===== config.mk =====
export PLATFORM = sky130hd
export DESIGN_NAME = data_pipe_flat
export DESIGN_NICKNAME = d
export VERILOG_FILES = /design/src/rtl/data_pipe_pkg.sv /design/src/rtl/data_pipe_if.sv /design/src/rtl/data_pipe_skid_stage.sv /design/src/rtl/data_pipe.sv /design/src/flat_wrapper.sv
export SDC_FILE = /design/constraint.sdc
export NUM_CORES = 1
export LEC_CHECK = 0
export ABC_CLOCK_PERIOD_IN_PS = 3300
export BUFFER_PORTS_ARGS = -buffer_cell sky130_fd_sc_hd__buf_2
export CAP_MARGIN = 5
export CORE_MARGIN = 2
export CORE_UTILIZATION = 51
export CTS_CLUSTER_DIAMETER = 50
export CTS_CLUSTER_SIZE = 28
export DETAILED_ROUTE_END_ITERATION = 12
export HOLD_SLACK_MARGIN = 0.12
export PLACE_DENSITY = 0.69
export SYNTH_ARGS = -nofsm -noshare
export SYNTH_HDL_FRONTEND = slang
export SYNTH_HIERARCHICAL = 1
export SYNTH_SLANG_ARGS = --single-unit

===== constraint.sdc =====
create_clock -name clk -period 3.3 [get_ports clk]
set_input_delay 0.495 -clock clk [delete_from_list [all_inputs] [get_ports clk]]
set_output_delay 0.495 -clock clk [all_outputs]
set_load 0.1 [all_outputs]

===== src/rtl/data_pipe_pkg.sv =====
// Shared types and helpers for the data_pipe skid-buffered pipeline.
package data_pipe_pkg;

  typedef enum logic [1:0] {
    SKID_EMPTY = 2'b00,
    SKID_HALF  = 2'b01,
    SKID_FULL  = 2'b10
  } skid_state_e;

  // Occupancy counter width: must represent 0..2*stages inclusive.
  function automatic int unsigned occ_width(input int unsigned stages);
    return $clog2(2 * stages + 1);
  endfunction

endpackage


===== src/rtl/data_pipe_if.sv =====
// Valid/ready/data handshake bundle used on both sides of the pipe.
interface data_pipe_if #(
  parameter int unsigned DATA_W = 8
);
  logic              valid;
  logic              ready;
  logic [DATA_W-1:0] data;

  modport master (output valid, output data, input ready);
  modport slave  (input valid, input data, output ready);
endinterface


===== src/rtl/data_pipe_skid_stage.sv =====
// One skid-buffered pipeline stage: main + skid register, registered ready.
module pipe_skid_stage
  import data_pipe_pkg::*;
#(
  parameter int unsigned DATA_W = 8
) (
  input  logic              clk,
  input  logic              rst_n,
  input  logic              flush,
  input  logic              in_valid,
  output logic              in_ready,
  input  logic [DATA_W-1:0] in_data,
  output logic              out_valid,
  input  logic              out_ready,
  output logic [DATA_W-1:0] out_data
);

  skid_state_e       state_q, state_d;
  logic [DATA_W-1:0] main_q, main_d;
  logic [DATA_W-1:0] skid_q, skid_d;
  logic              ready_q, ready_d;
  logic              push, pop;

  // Ready comes from a register; flush only masks it, so out_ready never reaches in_ready.
  assign in_ready  = ready_q & ~flush;
  assign push      = in_valid & in_ready;
  assign out_valid = (state_q == SKID_HALF) || (state_q == SKID_FULL);
  assign pop       = out_valid & out_ready;
  assign out_data  = main_q;

  // Next-state and datapath selection for the main/skid pair.
  always_comb begin
    state_d = state_q;
    main_d  = main_q;
    skid_d  = skid_q;
    case (state_q)
      SKID_EMPTY: begin
        if (push) begin
          main_d  = in_data;
          state_d = SKID_HALF;
        end
      end
      SKID_HALF: begin
        if (push && !pop) begin
          skid_d  = in_data;
          state_d = SKID_FULL;
        end else if (pop && !push) begin
          state_d = SKID_EMPTY;
        end else if (push && pop) begin
          main_d  = in_data;
        end
      end
      SKID_FULL: begin
        if (pop) begin
          main_d  = skid_q;
          state_d = SKID_HALF;
        end
      end
      default: begin
        state_d = SKID_EMPTY;
      end
    endcase
    if (flush) begin
      state_d = SKID_EMPTY;
    end
    ready_d = (state_d != SKID_FULL);
  end

  // State, data and ready registers; reset clears held data to zero.
  always_ff @(posedge clk or negedge rst_n) begin
    if (!rst_n) begin
      state_q <= SKID_EMPTY;
      main_q  <= '0;
      skid_q  <= '0;
      ready_q <= 1'b0;
    end else begin
      state_q <= state_d;
      main_q  <= main_d;
      skid_q  <= skid_d;
      ready_q <= ready_d;
    end
  end

  a_legal_state : assert property (@(posedge clk) disable iff (!rst_n)
    state_q inside {SKID_EMPTY, SKID_HALF, SKID_FULL})
    else $error("pipe_skid_stage: illegal state encoding %b", state_q);

endmodule


===== src/rtl/data_pipe.sv =====
// Back-pressurable pipeline of STAGES skid stages with a live occupancy count.
module data_pipe
  import data_pipe_pkg::*;
#(
  parameter int unsigned DATA_W = 8,
  parameter int unsigned STAGES = 2,
  localparam int unsigned OCC_W = occ_width(STAGES)
) (
  input  logic             clk,
  input  logic             rst_n,
  input  logic             flush,
  data_pipe_if.slave       in_if,
  data_pipe_if.master      out_if,
  output logic [OCC_W-1:0] occupancy
);

  localparam logic [OCC_W-1:0] OCC_MAX = OCC_W'(2 * STAGES);

  logic [STAGES:0]   vld;
  logic [STAGES:0]   rdy;
  logic [DATA_W-1:0] dat [STAGES+1];
  logic              in_fire, out_fire;
  logic [OCC_W-1:0]  occ_q, occ_d;

  assign vld[0]       = in_if.valid;
  assign dat[0]       = in_if.data;
  assign in_if.ready  = rdy[0];
  assign out_if.valid = vld[STAGES];
  assign out_if.data  = dat[STAGES];
  assign rdy[STAGES]  = out_if.ready;

  for (genvar i = 0; i < STAGES; i++) begin : g_stage
    pipe_skid_stage #(
      .DATA_W (DATA_W)
    ) u_stage (
      .clk       (clk),
      .rst_n     (rst_n),
      .flush     (flush),
      .in_valid  (vld[i]),
      .in_ready  (rdy[i]),
      .in_data   (dat[i]),
      .out_valid (vld[i+1]),
      .out_ready (rdy[i+1]),
      .out_data  (dat[i+1])
    );
  end

  assign in_fire   = in_if.valid & in_if.ready;
  assign out_fire  = out_if.valid & out_if.ready;
  assign occupancy = occ_q;

  // Occupancy update: flush wins, otherwise net of input/output transfers, clamped.
  always_comb begin
    occ_d = occ_q;
    if (flush) begin
      occ_d = '0;
    end else if (in_fire && !out_fire && (occ_q != OCC_MAX)) begin
      occ_d = occ_q + OCC_W'(1);
    end else if (out_fire && !in_fire && (occ_q != '0)) begin
      occ_d = occ_q - OCC_W'(1);
    end
  end

  // Occupancy register.
  always_ff @(posedge clk or negedge rst_n) begin
    if (!rst_n) begin
      occ_q <= '0;
    end else begin
      occ_q <= occ_d;
    end
  end

endmodule

===== src/flat_wrapper.sv =====
// flat-port wrapper written by rule: the top's interface ports become plain ports
module data_pipe_flat import data_pipe_pkg::*;
#(
  parameter int unsigned DATA_W = 8,
  parameter int unsigned STAGES = 2,
  localparam int unsigned OCC_W = occ_width(STAGES)
)
  (clk, rst_n, flush, occupancy, in_if_valid, in_if_data, in_if_ready, out_if_valid, out_if_data, out_if_ready);
  data_pipe_if #(.DATA_W(DATA_W)) in_if_i ();
  data_pipe_if #(.DATA_W(DATA_W)) out_if_i ();
  input  logic clk;
  input  logic rst_n;
  input  logic flush;
  output logic [OCC_W-1:0] occupancy;
  input wire logic [$bits(in_if_i.valid)-1:0] in_if_valid;
  input wire logic [$bits(in_if_i.data)-1:0] in_if_data;
  output wire logic [$bits(in_if_i.ready)-1:0] in_if_ready;
  output wire logic [$bits(out_if_i.valid)-1:0] out_if_valid;
  output wire logic [$bits(out_if_i.data)-1:0] out_if_data;
  input wire logic [$bits(out_if_i.ready)-1:0] out_if_ready;
  assign in_if_i.valid = in_if_valid;
  assign in_if_i.data = in_if_data;
  assign in_if_ready = in_if_i.ready;
  assign out_if_valid = out_if_i.valid;
  assign out_if_data = out_if_i.data;
  assign out_if_i.ready = out_if_ready;
  data_pipe #(.DATA_W(DATA_W), .STAGES(STAGES)) u_core (.clk(clk), .rst_n(rst_n), .flush(flush), .in_if(in_if_i), .out_if(out_if_i), .occupancy(occupancy));
endmodule

==> results of run 1 <==
==> synthesized netlist by cell type <==
library cell and instances:
a2111oi_2 1, a2111oi_4 1, a21oi_1 3, a21oi_2 2, a22oi_1 2, a31oi_1 2
and2_1 2, and2_4 1, and2b_1 2, buf_4 2, dfrtp_1 41, fa_1 1
ha_1 8, inv_1 10, maj3_1 2, mux2_2 48, nand2_1 9, nand2_2 1
nand2_4 1, nand2b_1 1, nand3_1 4, nand3b_4 2, nand4_1 1, nand4_2 2
nor2_1 6, nor2_2 2, nor3_1 2, o211ai_1 2, o21ai_0 3, o21ai_4 2
o221a_2 1, o22ai_1 3, o2bb2ai_1 1, o31ai_1 1, xnor2_1 2, xor2_1 2
==> per-layer routing <==
| metal | up-vias | track usage (%) |
|---|---|---|
| li1 | 691 | - |
| met1 | 740 | 24.2 |
| met2 | 36 | 30.9 |
| met3 | 7 | 4.76 |
| met4 | 0 | 8.76 |
| met5 | - | 0 |
==> where the power goes <==
part / switching [mW] / internal (mW)
clock network: 0.167 / 0.147
logic: 0.564 / 0.241
registers: 0.0854 / 0.667
==> how the worst min path moves through the flow <==
stage | end
after floorplan | u_core/g_stage[0].u_stage/out_data[0]
after global placement | u_core/g_stage[1].u_stage/skid_q[7]
after detailed placement | u_core/g_stage[0].u_stage/skid_q[4]
after CTS | u_core/g_stage[1].u_stage/out_data[0]
after global routing | u_core/g_stage[1].u_stage/skid_q[0]
final | u_core/g_stage[1].u_stage/skid_q[0]
==> state kept, by name (all words and copies together), names as in the netlist <==
signal and flops:
u_core/g_stage.u_stage/out_data 16, u_core/g_stage.u_stage/skid_q 16, u_core/g_stage.u_stage/state_q 4, u_core/occupancy 3, u_core/g_stage.u_stage/ready_q 2
==> cell type report <==
class	instances	area, sq um
Fill cell	373	1800
Inverter	10	37.5
Clock buffer	6	72.6
Multi-Input combinational cell	123	1160
Timing Repair Buffer	25	125
Clock inverter	2	10.0
Sequential cell	41	1030
Tap cell	52	65.1
==> critical path, cell delays in order, from the launching register on <==
cell and delay (ns):
dfrtp_1 0.43, inv_1 0.09, ha_1 0.40, nand2_2 0.14
nand3_1 0.17, a21oi_1 0.22, fa_1 0.46, a2111oi_2 0.29
==> cells by family (layout without fill, tap and decap cells) <==
| logic type | Yosys count | after routing |
|---|---|---|
| multiplexers | 48 | 48 |
| flip-flops | 41 | 41 |
| AND/OR/NAND/NOR | 36 | 36 |
| AO/OA/AOI/OAI | 24 | 24 |
| buffers and inverters | 12 | 43 |
| adder cells (fa/ha/maj) | 11 | 11 |
| XOR/XNOR | 4 | 4 |
==> metrics by stage <==
step	worst slack, ns	area, sq um	utilization [%]	instances	total power, mW
floorplan	0.617	2240	-	176	1.42
CTS	1.02	2490	58.1	259	1.89
detailed placement	1.03	2410	56.1	251	1.57
finish	1.00	2490	58.1	259	1.87
global route	0.868	2490	58.1	259	1.98
global placement	1.14	2410	56.1	251	1.54
==> reports/results.ini, run 1 <==
[status]
outcome=finished, final reports clean

[critical_path]
critPathLaunchType=flop
worstSetupPathType=reg2reg
arrival_ns=2.48
timing.rr.end=u_core/occupancy[1]
r2r_cells=7
worstPathRequired_ns=3.49
worstSetupEndpointType=flop
worstPathMaxFanout=7
crit-reg2reg-launch=u_core/g_stage[1].u_stage/state_q[0]
crit_path_start=u_core/g_stage[1].u_stage/state_q[0]
reg2reg_setup_slack_ns=1.00
crit_end=u_core/occupancy[1]

[global_routing]
grtUsageTotal_pct=19.1
grt_pass1_vias=1620
grt_max_degree=42
grt_first_pass_wirelength_um=7390
grt_overflow=0
antenna_found_initial=0

[floorplan]
num_rows=24
core_area_sq_um=4290
start_util_pct=52.1
die_w_um=70.2
boundaryPins=26
die_height_um=70.2
die_area_sq_um=4930

[sta]
finalHoldViolCount=0
post-route-min-period_ns=2.30
rsz0062_at_grt=false
setup_viol=0
finalCritPeriodShare_pct=69.7
hold_ws_ns=0.319
slew_viol_final=0
tightest_slew_ns=0.884
clock_skew_ns=0.00274
relSlewSlack_pct=41.0
timing.fmax_ghz=0.435
tns_ns=0

[clock_network]
cts_root_buffer=clkbuf_8
cts_num_sinks=41
tritoncts=yes
clk_latency_ns=0.29
cts_buffer_depth=2
cts_hold_buf=0
post_cts_resize_count=0
path_clk_slew_ns=0.08
numCtsBuffers=5
postCtsSetupBuffers=0
cts_max_level=2

[yosys]
avgSynthCellArea_sq_um=12.7
synth.area.mux_share_pct=24.2
synthCells=176
synth-simple-area-share_pct=10.3
synth-compound-area-share_pct=9.46
netlist_area_sq_um=2240
synth.area.top_cells=dfrtp_1 (46%), mux2_2 (24%), ha_1 (4.5%)
synth_seq_cells=41
seq_area_frac_synth_pct=45.9
synth_xor_area_share_pct=1.57
synthDistinctLibCells=36
yosys_warnings=6
synth_top_family_by_area=multiplexers
syn_nets=198
yosys.area.top_type=dfrtp_1
synth_fa_ha_area_share_pct=6.27
synth_top_area_share_pct=45.9

[route]
first_iter_violations=36
routed-wl-met3_um=173
top_layer_used=met4
avgRoutedWirePerCell_um=16.0
via_count=1474
vias_per_cell=5.69
ant_nets=0
wirelength_um=4150
met2WireLength_um=2050
met1Wirelength_um=1870
post-route-drc-count=0
drtPass1Iterations=4

[power_and_ir_drop]
peakVddDrop_mv=0.703
pwr_density_cell_nw_per_um2=750
p_leak_nw=1.09

[finish]
drive_gt1_share_pct=46.4
final_common_cell=mux2_2
final_nets=228
syn_to_final_growth_pct=11.5
final_cell_mix=mux2_2 (48), dfrtp_1 (41), buf_2 (25), inv_1 (10), nand2_1 (9)
antenna_cells=0

[placement]
dp_hpwl_um=2900
globalplace.congestion=0.817
port_buffers=25

[worst_hold_path]
hold_class=in2async

[job]
drv_cap=0

(Power assumes the default switching activity.)
==> run 2, diff against run 1 <==
Settings changed: ABC_AREA from default to 1, ABC_CLOCK_PERIOD_IN_PS 3300 to 2200.
Clock period 3.3 ns to 2.2 ns, I/O delays scaled along.
==> reports/results.ini, run 2 <==
[sta]
finalHoldViolCount=0  ; unchanged
setup_viol=0  ; unchanged
clock_skew_ns=0.0117  ; +0.00901 ns
post-route-min-period_ns=1.93  ; -0.365 ns
rsz0062_at_grt=false
relSlewSlack_pct=65.2  ; +24 points
finalCritPeriodShare_pct=87.9  ; +18 points
hold_ws_ns=0.297  ; -0.0228 ns
timing.fmax_ghz=0.517  ; +19%
setup_slack_ns=0.266  ; -0.735 ns
slew_viol_final=0  ; unchanged
tns_ns=0  ; unchanged
tightest_slew_ns=0.522  ; -0.362 ns

[route]
vias_per_cell=4.82  ; -15%
first_iter_violations=109  ; +200%
via_count=1669  ; +13%
wirelength_um=3870  ; -6.8%
avgRoutedWirePerCell_um=11.2  ; -30%
ant_nets=0  ; unchanged
drtPass1Iterations=4  ; unchanged
post-route-drc-count=0  ; unchanged

[critical_path]
critPathLaunchType=flop
cp_common_cell=inv_1
cp_slowest_cell=dfrtp_1
crit-reg2reg-launch=u_core/g_stage[1].u_stage/state_q[1]
critical_path_buf_inv_count=4  ; +3
worstSetupPathType=reg2reg
critPathMaxStageDelay_ns=0.42  ; -0.04 ns
cp_cell_sequence=inv_1 > ha_4 > nand2_1 > inv_4 > nor2_4 > nand2_4 > inv_1 > fa_1 > inv_1 > nand3_1 > nand3_1 > nand2_1
arrival_ns=2.11  ; -0.37 ns
cp_top_family=adder cells
worstSetupEndpointType=flop
worstPathMaxFanout=6  ; -1
crit_path_start=u_core/g_stage[1].u_stage/state_q[1]
worstPathRequired_ns=2.38  ; -1.11 ns

[yosys]
async_reset_ff_share_pct=100  ; unchanged
synth_fa_ha_area_share_pct=5.13  ; -1.1 points
synth_seq_cells=41  ; unchanged
synth-simple-area-share_pct=22.5  ; +12 points
synth_top_family_by_area=simple AND/OR/NAND/NOR gates
synth_xor_area_share_pct=0  ; -1.6 points
synthFlopType=dfrtp_1
avgSynthCellArea_sq_um=8.86  ; -30%
synth-compound-area-share_pct=20.3  ; +11 points
yosys.area.top_type=dfrtp_1
synth-edff-count=0  ; unchanged
synth_top_area_share_pct=43.9  ; -2.0 points
synth.most_common_cell=nand2_1
synthDistinctLibCells=25  ; -31%
synth.area.top_cells=dfrtp_1 (44%), o21ai_2 (12%), nand2_1 (11%)
synth.area.mux_share_pct=0  ; -24 points
netlist_area_sq_um=2340  ; +4.6%
synthCells=264  ; +50%
seq_area_frac_synth_pct=43.9  ; -2.0 points
syn_nets=286  ; +44%
yosys_warnings=6  ; unchanged
synthTopCellsByCount=nand2_1 (67), dfrtp_1 (41), o21ai_2 (32)

[finish]
final_common_cell=nand2_1
syn_to_final_growth_pct=11.7
utilization_pct=59.6  ; +1.5 points
final_nets=316  ; +39%
final_cell_mix=nand2_1 (67), dfrtp_1 (41), o21ai_2 (32), inv_1 (31), buf_2 (25)
layoutNonFillerInstCount=346  ; +34%
drive_gt1_share_pct=33.3  ; -13 points
antenna_cells=0  ; unchanged

[global_routing]
antenna_found_initial=0  ; unchanged
grt_first_pass_wirelength_um=7100  ; -3.9%
grt_pass1_vias=1574  ; -2.8%
grt_overflow=0  ; unchanged
grtUsageTotal_pct=17.5  ; -1.6 points
grt_max_degree=42  ; unchanged

[clock_network]
cts_buffer_depth=2  ; unchanged
tritoncts=yes
numCtsBuffers=5  ; unchanged
cts_root_buffer=clkbuf_8
path_clk_slew_ns=0.08  ; about the same
cts_max_level=2  ; unchanged
cts_num_sinks=41  ; unchanged
post_cts_resize_count=0  ; unchanged
clk_latency_ns=0.29  ; about the same

[power_and_ir_drop]
peakVddDrop_mv=0.532  ; -24%
pwr_density_cell_nw_per_um2=1080  ; +44%
p_leak_nw=1.34  ; +23%

[floorplan]
die_w_um=71.7  ; +2.2%
die_height_um=71.7  ; +2.2%
start_util_pct=53.4  ; +1.3 points
num_rows=24  ; unchanged
core_area_sq_um=4380  ; +2.1%
die_area_sq_um=5150  ; +4.4%
boundaryPins=26  ; unchanged

[status]
outcome=finished, final reports clean

[placement]
dp_hpwl_um=2740  ; -5.7%
globalplace.congestion=0.850  ; +4.1%
pre_cts_ws_ns=0.285  ; -0.748 ns
placed_cells=338  ; +35%
port_buffers=25  ; unchanged

[worst_hold_path]
hold_class=in2reg
min-delay-start=in_if_data[0]

[job]
drv_cap=0  ; unchanged

run 2: changes by cell type after synthesis, sizes merged, moves of 3 or more:
cell   delta
o22ai     -3
nand3    +14
o21ai    +47
inv      +27
and2      -3
nand2    +64
mux2     -48
a21oi     +4
run 2: layout make-up:
| class | instances | area, sq um |
|---|---|---|
| Clock inverter | 1 | 7.51 |
| Tap cell | 52 | 65.1 |
| Inverter | 37 | 141 |
| Timing Repair Buffer | 29 | 158 |
| Clock buffer | 6 | 82.6 |
| Fill cell | 428 | 1770 |
| Sequential cell | 41 | 1030 |
| Multi-Input combinational cell | 180 | 1130 |
run 2: metal layers:
layer / vias up / track usage [%] / wire length (um)
met2: 32 / 26.1 / 1610
met4: 0 / 6.29 / 65
li1: 918 / - / -
met1: 713 / 24.6 / 2010
met5: - / 0 / 0
met3: 6 / 4.64 / 177
run 2: worst register-to-register path: cells and delay by family, from the launching register on:
| kind | cells | cell delay, ns |
|---|---|---|
| fa+ha+maj | 2 | 0.68 |
| buf+inv | 4 | 0.32 |
| flops | 1 | 0.42 |
| simple gates | 6 | 0.40 |
run 2: worst paths after layout:
path | endpoint | slack [ns] | cells past startpoint
setup / recovery | u_core/occupancy[2] | 0.27 | 12
hold / removal | u_core/g_stage[0].u_stage/skid_q[0] | 0.30 | 3
setup reg to reg | u_core/occupancy[2] | 0.27 | 12
hold reg to reg | u_core/g_stage[1].u_stage/out_data[5] | 0.48 | 2
max in group asynchronous | u_core/g_stage[0].u_stage/skid_q[3] | 1.21 | 3
min in group asynchronous | u_core/g_stage[1].u_stage/ready_q | 0.63 | 3
run 2: logic make-up (layout without fill, tap and decap cells):
kind of cell / count (synthesis) / in the layout
simple gates: 106 / 106
compound gates: 65 / 65
buf+inv: 43 / 73
flops: 41 / 41
fa+ha+maj: 9 / 9
run 2: stage by stage:
stage / total power, mW / cell area, sq um
4_1_cts: 2.85 / 2610
3_3_place_gp: 2.32 / 2510
3_5_place_dp: 2.34 / 2510
5_1_grt: 3.00 / 2610
6_report: 2.82 / 2610
2_1_floorplan: 2.16 / 2350
run 2: timing repair:
item                                   4_1_cts  5_1_grt
endpoints found under the hold margin       41        0
hold buffers                                 1        0
setup buffers                                0        0
run 2: where the power goes:
part           internal (mW)  switching, mW
clock                  0.248          0.251
sequential             0.960          0.105
combinational          0.291          0.962
